## src/rtl/dl_crc_pkg.sv

```systemverilog
// dl_crc_pkg
// Shared definitions for the dl_crc32 streaming CRC-32 accumulator:
// the FSM state type and the reflected IEEE 802.3 CRC-32 constants.
// No ports (package).

package dl_crc_pkg;

    // Frame accumulation versus holding a finished result for the consumer.
    typedef enum logic {
        ST_ACCUM  = 1'b0,
        ST_RESULT = 1'b1
    } crc_state_e;

    // Bit-reversed form of 0x04C11DB7, used because data is shifted LSB-first.
    localparam logic [31:0] CRC32_POLY_REFL = 32'hEDB8_8320;
    localparam logic [31:0] CRC32_INIT      = 32'hFFFF_FFFF;
    localparam logic [31:0] CRC32_XOROUT    = 32'hFFFF_FFFF;

    // Residue-free check value of the ASCII string "123456789".
    localparam logic [31:0] CRC32_CHECK     = 32'hCBF4_3926;

endpackage

```

## src/rtl/dl_crc32_byte.sv

```systemverilog
// dl_crc32_byte
// Purely combinational single-byte update of a reflected CRC-32 register.
// The byte is folded into the low bits and then eight LSB-first shift/XOR
// steps are applied, which is the textbook bitwise form of the algorithm.
// Ports:
//   crc_in   [31:0]  CRC register before this byte
//   byte_in  [7:0]   data byte
//   crc_out  [31:0]  CRC register after this byte

module dl_crc32_byte
    import dl_crc_pkg::*;
(
    input  logic [31:0] crc_in,
    input  logic [7:0]  byte_in,
    output logic [31:0] crc_out
);

    // Unrolled eight-step reduction; each step shifts right and conditionally
    // XORs in the reflected polynomial when the bit shifted out was set.
    always_comb begin
        logic [31:0] acc;
        acc = crc_in ^ {24'h0, byte_in};
        for (int i = 0; i < 8; i++) begin
            if (acc[0]) begin
                acc = (acc >> 1) ^ CRC32_POLY_REFL;
            end else begin
                acc = acc >> 1;
            end
        end
        crc_out = acc;
    end

endmodule

```

## src/rtl/dl_crc32.sv

```systemverilog
// dl_crc32
// Streaming CRC-32 accumulator (IEEE 802.3, reflected). Accepts framed beats
// over valid/ready, and on the last beat of a frame publishes the final CRC
// and holds it until the consumer takes it.
// Optional feature macro: DL_CRC32_BYTE_COUNT_EN adds out_len, the byte count
// of the completed frame (saturating at 16'hFFFF).
// Parameters:
//   DATA_W  beat width, 8/16/32
//   INIT    CRC register value at frame start
//   XOROUT  value XORed onto the final register to form out_crc
// Ports:
//   clk        clock, all state on the rising edge
//   rst_n      synchronous active-low reset
//   in_valid   beat valid
//   in_ready   block can accept a beat (depends on state only)
//   in_data    beat data, byte 0 = bits [7:0], processed first
//   in_last    final beat of the frame, qualified by in_valid
//   out_valid  out_crc holds a finished frame CRC
//   out_ready  consumer accepts out_crc
//   out_crc    final CRC of the last completed frame
//   out_len    (macro only) bytes in the completed frame

module dl_crc32
    import dl_crc_pkg::*;
#(
    parameter int          DATA_W = 8,
    parameter logic [31:0] INIT   = CRC32_INIT,
    parameter logic [31:0] XOROUT = CRC32_XOROUT
) (
    input  logic              clk,
    input  logic              rst_n,
    input  logic              in_valid,
    output logic              in_ready,
    input  logic [DATA_W-1:0] in_data,
    input  logic              in_last,
    output logic              out_valid,
    input  logic              out_ready,
    output logic [31:0]       out_crc
`ifdef DL_CRC32_BYTE_COUNT_EN
    ,
    output logic [15:0]       out_len
`endif
);

    localparam int NBYTES = DATA_W / 8;

    crc_state_e  state_q;
    crc_state_e  state_d;
    logic [31:0] crc_q;
    logic        accept;
    logic [31:0] chain [0:NBYTES];

    // Byte lanes are folded in order, lane 0 first, by chaining one
    // combinational byte stage per lane.
    assign chain[0] = crc_q;

    for (genvar g = 0; g < NBYTES; g++) begin : g_lane
        dl_crc32_byte u_byte (
            .crc_in  (chain[g]),
            .byte_in (in_data[8*g +: 8]),
            .crc_out (chain[g+1])
        );
    end

    // Handshake outputs come straight from the state so no input ever
    // reaches an output combinationally; next state follows the handshakes.
    always_comb begin
        state_d   = state_q;
        in_ready  = 1'b0;
        out_valid = 1'b0;
        case (state_q)
            ST_ACCUM: begin
                in_ready = 1'b1;
                if (in_valid && in_last) begin
                    state_d = ST_RESULT;
                end
            end
            ST_RESULT: begin
                out_valid = 1'b1;
                if (out_ready) begin
                    state_d = ST_ACCUM;
                end
            end
            default: begin
                state_d = ST_ACCUM;
            end
        endcase
    end

    assign accept = in_valid & in_ready;

    // State and CRC datapath. The running register is re-armed to INIT on
    // the last beat so the next frame starts clean, while out_crc keeps the
    // finished value until another frame completes.
    always_ff @(posedge clk) begin
        if (!rst_n) begin
            state_q <= ST_ACCUM;
            crc_q   <= INIT;
            out_crc <= '0;
        end else begin
            state_q <= state_d;
            if (accept) begin
                if (in_last) begin
                    out_crc <= chain[NBYTES] ^ XOROUT;
                    crc_q   <= INIT;
                end else begin
                    crc_q   <= chain[NBYTES];
                end
            end
        end
    end

`ifdef DL_CRC32_BYTE_COUNT_EN
    logic [15:0] len_q;
    logic [16:0] len_sum;
    logic [15:0] len_next;

    // Saturating byte count for the frame in progress.
    always_comb begin
        len_sum  = {1'b0, len_q} + 17'(NBYTES);
        len_next = len_sum[16] ? 16'hFFFF : len_sum[15:0];
    end

    // The in-progress count is cleared when a frame finishes so the next
    // frame starts from zero; the finished count is held alongside out_crc.
    always_ff @(posedge clk) begin
        if (!rst_n) begin
            len_q   <= '0;
            out_len <= '0;
        end else if (accept) begin
            if (in_last) begin
                out_len <= len_next;
                len_q   <= '0;
            end else begin
                len_q   <= len_next;
            end
        end
    end
`endif

endmodule

```

## config.mk

```make
export PLATFORM = sky130hd
export DESIGN_NAME = dl_crc32
export DESIGN_NICKNAME = d
export VERILOG_FILES = /design/src/rtl/dl_crc_pkg.sv /design/src/rtl/dl_crc32_byte.sv /design/src/rtl/dl_crc32.sv
export SDC_FILE = /design/constraint.sdc
export NUM_CORES = 1
export LEC_CHECK = 0
export ABC_AREA = 1
export CAP_MARGIN = 10
export CORE_AREA = 2 2 113 115
export DETAILED_ROUTE_END_ITERATION = 7
export DIE_AREA = 0 0 115 117
export HOLD_SLACK_MARGIN = 0.1
export PLACE_DENSITY = 0.53
export SLEW_MARGIN = 30
export SYNTH_ARGS = -nofsm -noshare
export SYNTH_HDL_FRONTEND = slang
export SYNTH_SLANG_ARGS = --single-unit
```

## constraint.sdc

```tcl
create_clock -name clk -period 1.35 [get_ports clk]
set_input_delay 0.27 -clock clk [delete_from_list [all_inputs] [get_ports clk]]
set_output_delay 0.27 -clock clk [all_outputs]
set_load 0.005 [all_outputs]
```

==> flow_summary.json <==
{
  "dpl.hpwl_um": 7870,
  "final_antenna_net_count": 0,
  "n_antenna_cell": 0,
  "rows": 41,
  "synth.largest_area_cell": "dfxtp_1",
  "crit_slowest_cell": "dfxtp_4",
  "hold_path.startpoint": "out_crc[2]$_SDFFE_PN0P_",
  "worstPathMaxFanout": 8,
  "grt_start_max_net_pins": 46,
  "maxSlewViolCount": 0,
  "min_period_ns": 1.47,
  "drtPass1Iterations": 4,
  "yosysWarningCount": 0,
  "violations": "negative setup slack",
  "synth_edf_count": 0,
  "clockPowerShare_pct": 27.9,
  "slew_headroom_pct": 64.8,
  "final.setup.tns_ns": -2.49,
  "seq_area_frac_synth_pct": 37.3,
  "postSynthAreaPerCell_um2": 6.82,
  "io_pins": 47,
  "fin_worst_skew_ns": 0.00562,
  "drc": 0,
  "synth.distinct_cells": 26,
  "drt_iter0_markers": 170,
  "avgRoutedWirePerCell_um": 15.8,
  "mostFrequentLayoutCell": "nand2_1",
  "gp_congestion": 0.898,
  "antenna_found_initial": 0,
  "setup_viol": 41,
  "slowest_delay_ns": 0.38,
  "powerDensity_mw_per_mm2": 1280,
  "fp.dieW_um": 115,
  "worstPathRequired_ns": 1.58,
  "path_class": "register to register",
  "synth_ff_type": "dfxtp_1",
  "die_area_mm2": 0.0135,
  "yosysTopAreaCellShare_pct": 37.3,
  "ctsLongestPathBuffers": 2,
  "synthCells": 511,
  "viasPerCell": 4.77,
  "cp.arrival_ns": 1.70,
  "p_total_uw": 7780,
  "worstSetupStartpoint": "crc_q[1]$_SDFFE_PN1P_",
  "p_switching_uw": 2840,
  "ctsHoldBuffers": 0,
  "place_inst": 746,
  "tightest_slew_ns": 0.528,
  "power.leakage_uw": 0.00299,
  "layout-drive-gt1-share_pct": 46.9,
  "synth.area.top_cells": "dfxtp_1 37%, nand2_1 23%, nand3_1 6.3%, xor2_1 5.8%, a21oi_1 3.9%",
  "setup_ws_ns": -0.124,
  "irDropWorstVdd_mv": 0.708,
  "hold_class": "register to register",
  "finish.net_count": 646,
  "ys_ff_latch": 65,
  "comb_power_share_pct": 42.6,
  "area_growth_pct": 74.1,
  "clock_latency_ns": 0.34,
  "hold_viol": 0,
  "h-tree-depth": 3,
  "cts.sinks": 65,
  "cts_made_buffers": 9,
  "final_cell_mix": "127 x nand2_1, 59 x nand2_2, 54 x dfxtp_1",
  "switching_share_pct": 36.5,
  "grt_pass1_wl_um": 18200,
  "r2r-start": "crc_q[1]$_SDFFE_PN1P_",
  "cp.buffers_inverters": 4,
  "vias": 3741,
  "path_delay_family": "simple AND/OR/NAND/NOR gates",
  "crit_chain": "inv_4 -> nand2_4 -> nand2_8 -> nand2_8 -> nand2_8 -> inv_8 -> nand2_4 -> nand2_8 -> buf_6 -> nand2_2 -> o211ai_1 -> inv_1",
  "worstSetupEndpointType": "register",
  "cts_tree": "built",
  "portBuffers": 46,
  "pre_cts_slack_ns": -0.631,
  "maxCapViolations": 0,
  "max_clock_freq_mhz": 679,
  "grt_use_total_pct": 17.8,
  "post_layout_nonfiller_instances": 785,
  "outcome": "complete, but fails checks",
  "die_y_um": 117,
  "synth_area_mm2": 0.00348,
  "overflow": 0,
  "synthArstFlopShare_pct": 0,
  "seqPwrFrac_pct": 29.6,
  "p_int_uw": 4940,
  "initial_core_util_pct": 28.3,
  "root_buffer": "clkbuf_16",
  "wirelength_um": 12400,
  "rsz0062_at_grt": "true",
  "critPathMostFrequentCell": "nand2_8",
  "startpoint_type": "register",
  "core-area_mm2": 0.0123,
  "syn_nets": 524,
  "post-route-period-util_pct": 109,
  "grt_pass1_vias": 3634,
  "clkSlewWorstSetupHoldPaths_ns": 0.05
}
[synth_stat cells, drive strengths merged (2+ instances only)]
master  instances
nand2         235
nor2            6
buf            12
nand3          44
a21oi          27
dfxtp          65
o211ai          7
inv            46
or2             3
o21ai          23
xor2           25
xnor2           8
a22o            6
clkbuf          2
[final timing paths]
check / end / slack, ns / cells after the start
setup / recovery: out_crc[30]$_SDFFE_PN0P_ / -0.12 / 12
hold / removal: out_crc[2]$_SDFFE_PN0P_ / 0.45 / 2
setup reg to reg: out_crc[30]$_SDFFE_PN0P_ / -0.12 / 12
hold reg to reg: out_crc[2]$_SDFFE_PN0P_ / 0.45 / 2
[kinds of logic (layout without fill, tap and decap cells)]
group                     Yosys count  count (layout)  synth area share [%]
buffers and inverters              60             184                  6.97
and+or+nand+nor                   288             288                  36.4
xor gates and xnor gates           33              33                  8.73
AOI/OAI and AO/OA                  65              65                  10.6
DFF                                65              65                  37.3
[worst min-delay path, delay by kind of cell, from the launching register on]
kind	cells	cell delay [ns]
DFF	1	0.31
and+or+nand+nor	2	0.10
[sequential cells by signal (all words and copies together), names as in the netlist]
register and count:
crc_q 32, out_crc 32, state_q 1
[metal layers]
metal	track usage, %	vias up	wire length, µm
met5	0	-	0
met4	5.46	0	225
met3	4.48	21	518
met2	30.2	75	6160
met1	22.5	1791	5470
li1	-	1854	-
[final cells by class]
class                      count  area, µm²
timing repair buffer         125       1150
fill                        1178       6240
multi-input combinational    386       2920
tap                          150        188
sequential                    65       1330
inverter                      46        220
clock buffer                  13        270
[power by group through the flow]
stage	clock network [µW]	logic [µW]	registers, µW
floorplan	0	1280	2270
global placement	0	2190	2290
detailed placement	0	2190	2290
CTS	2220	2790	2270
global route	2300	3560	2320
finish	2170	3310	2300
[repair_timing]
action	in CTS	in global routing
endpoints found under the setup margin	94	60
setup buffers	16	13
cloned	0	1
resized for setup	207	123
pin swaps	51	38
[metrics by stage]
| stage | util [%] | instance area (µm²) | hold slack [ns] |
|---|---|---|---|
| 2_1_floorplan | - | 3480 | 0.373 |
| 3_3_place_gp | 36.4 | 4480 | 0.443 |
| 3_5_place_dp | 36.4 | 4480 | 0.439 |
| 4_1_cts | 44.4 | 5460 | 0.449 |
| 5_1_grt | 49.3 | 6070 | 0.457 |
| 6_report | 49.3 | 6070 | 0.446 |
Note: power is estimated with default switching activity, not from simulation.
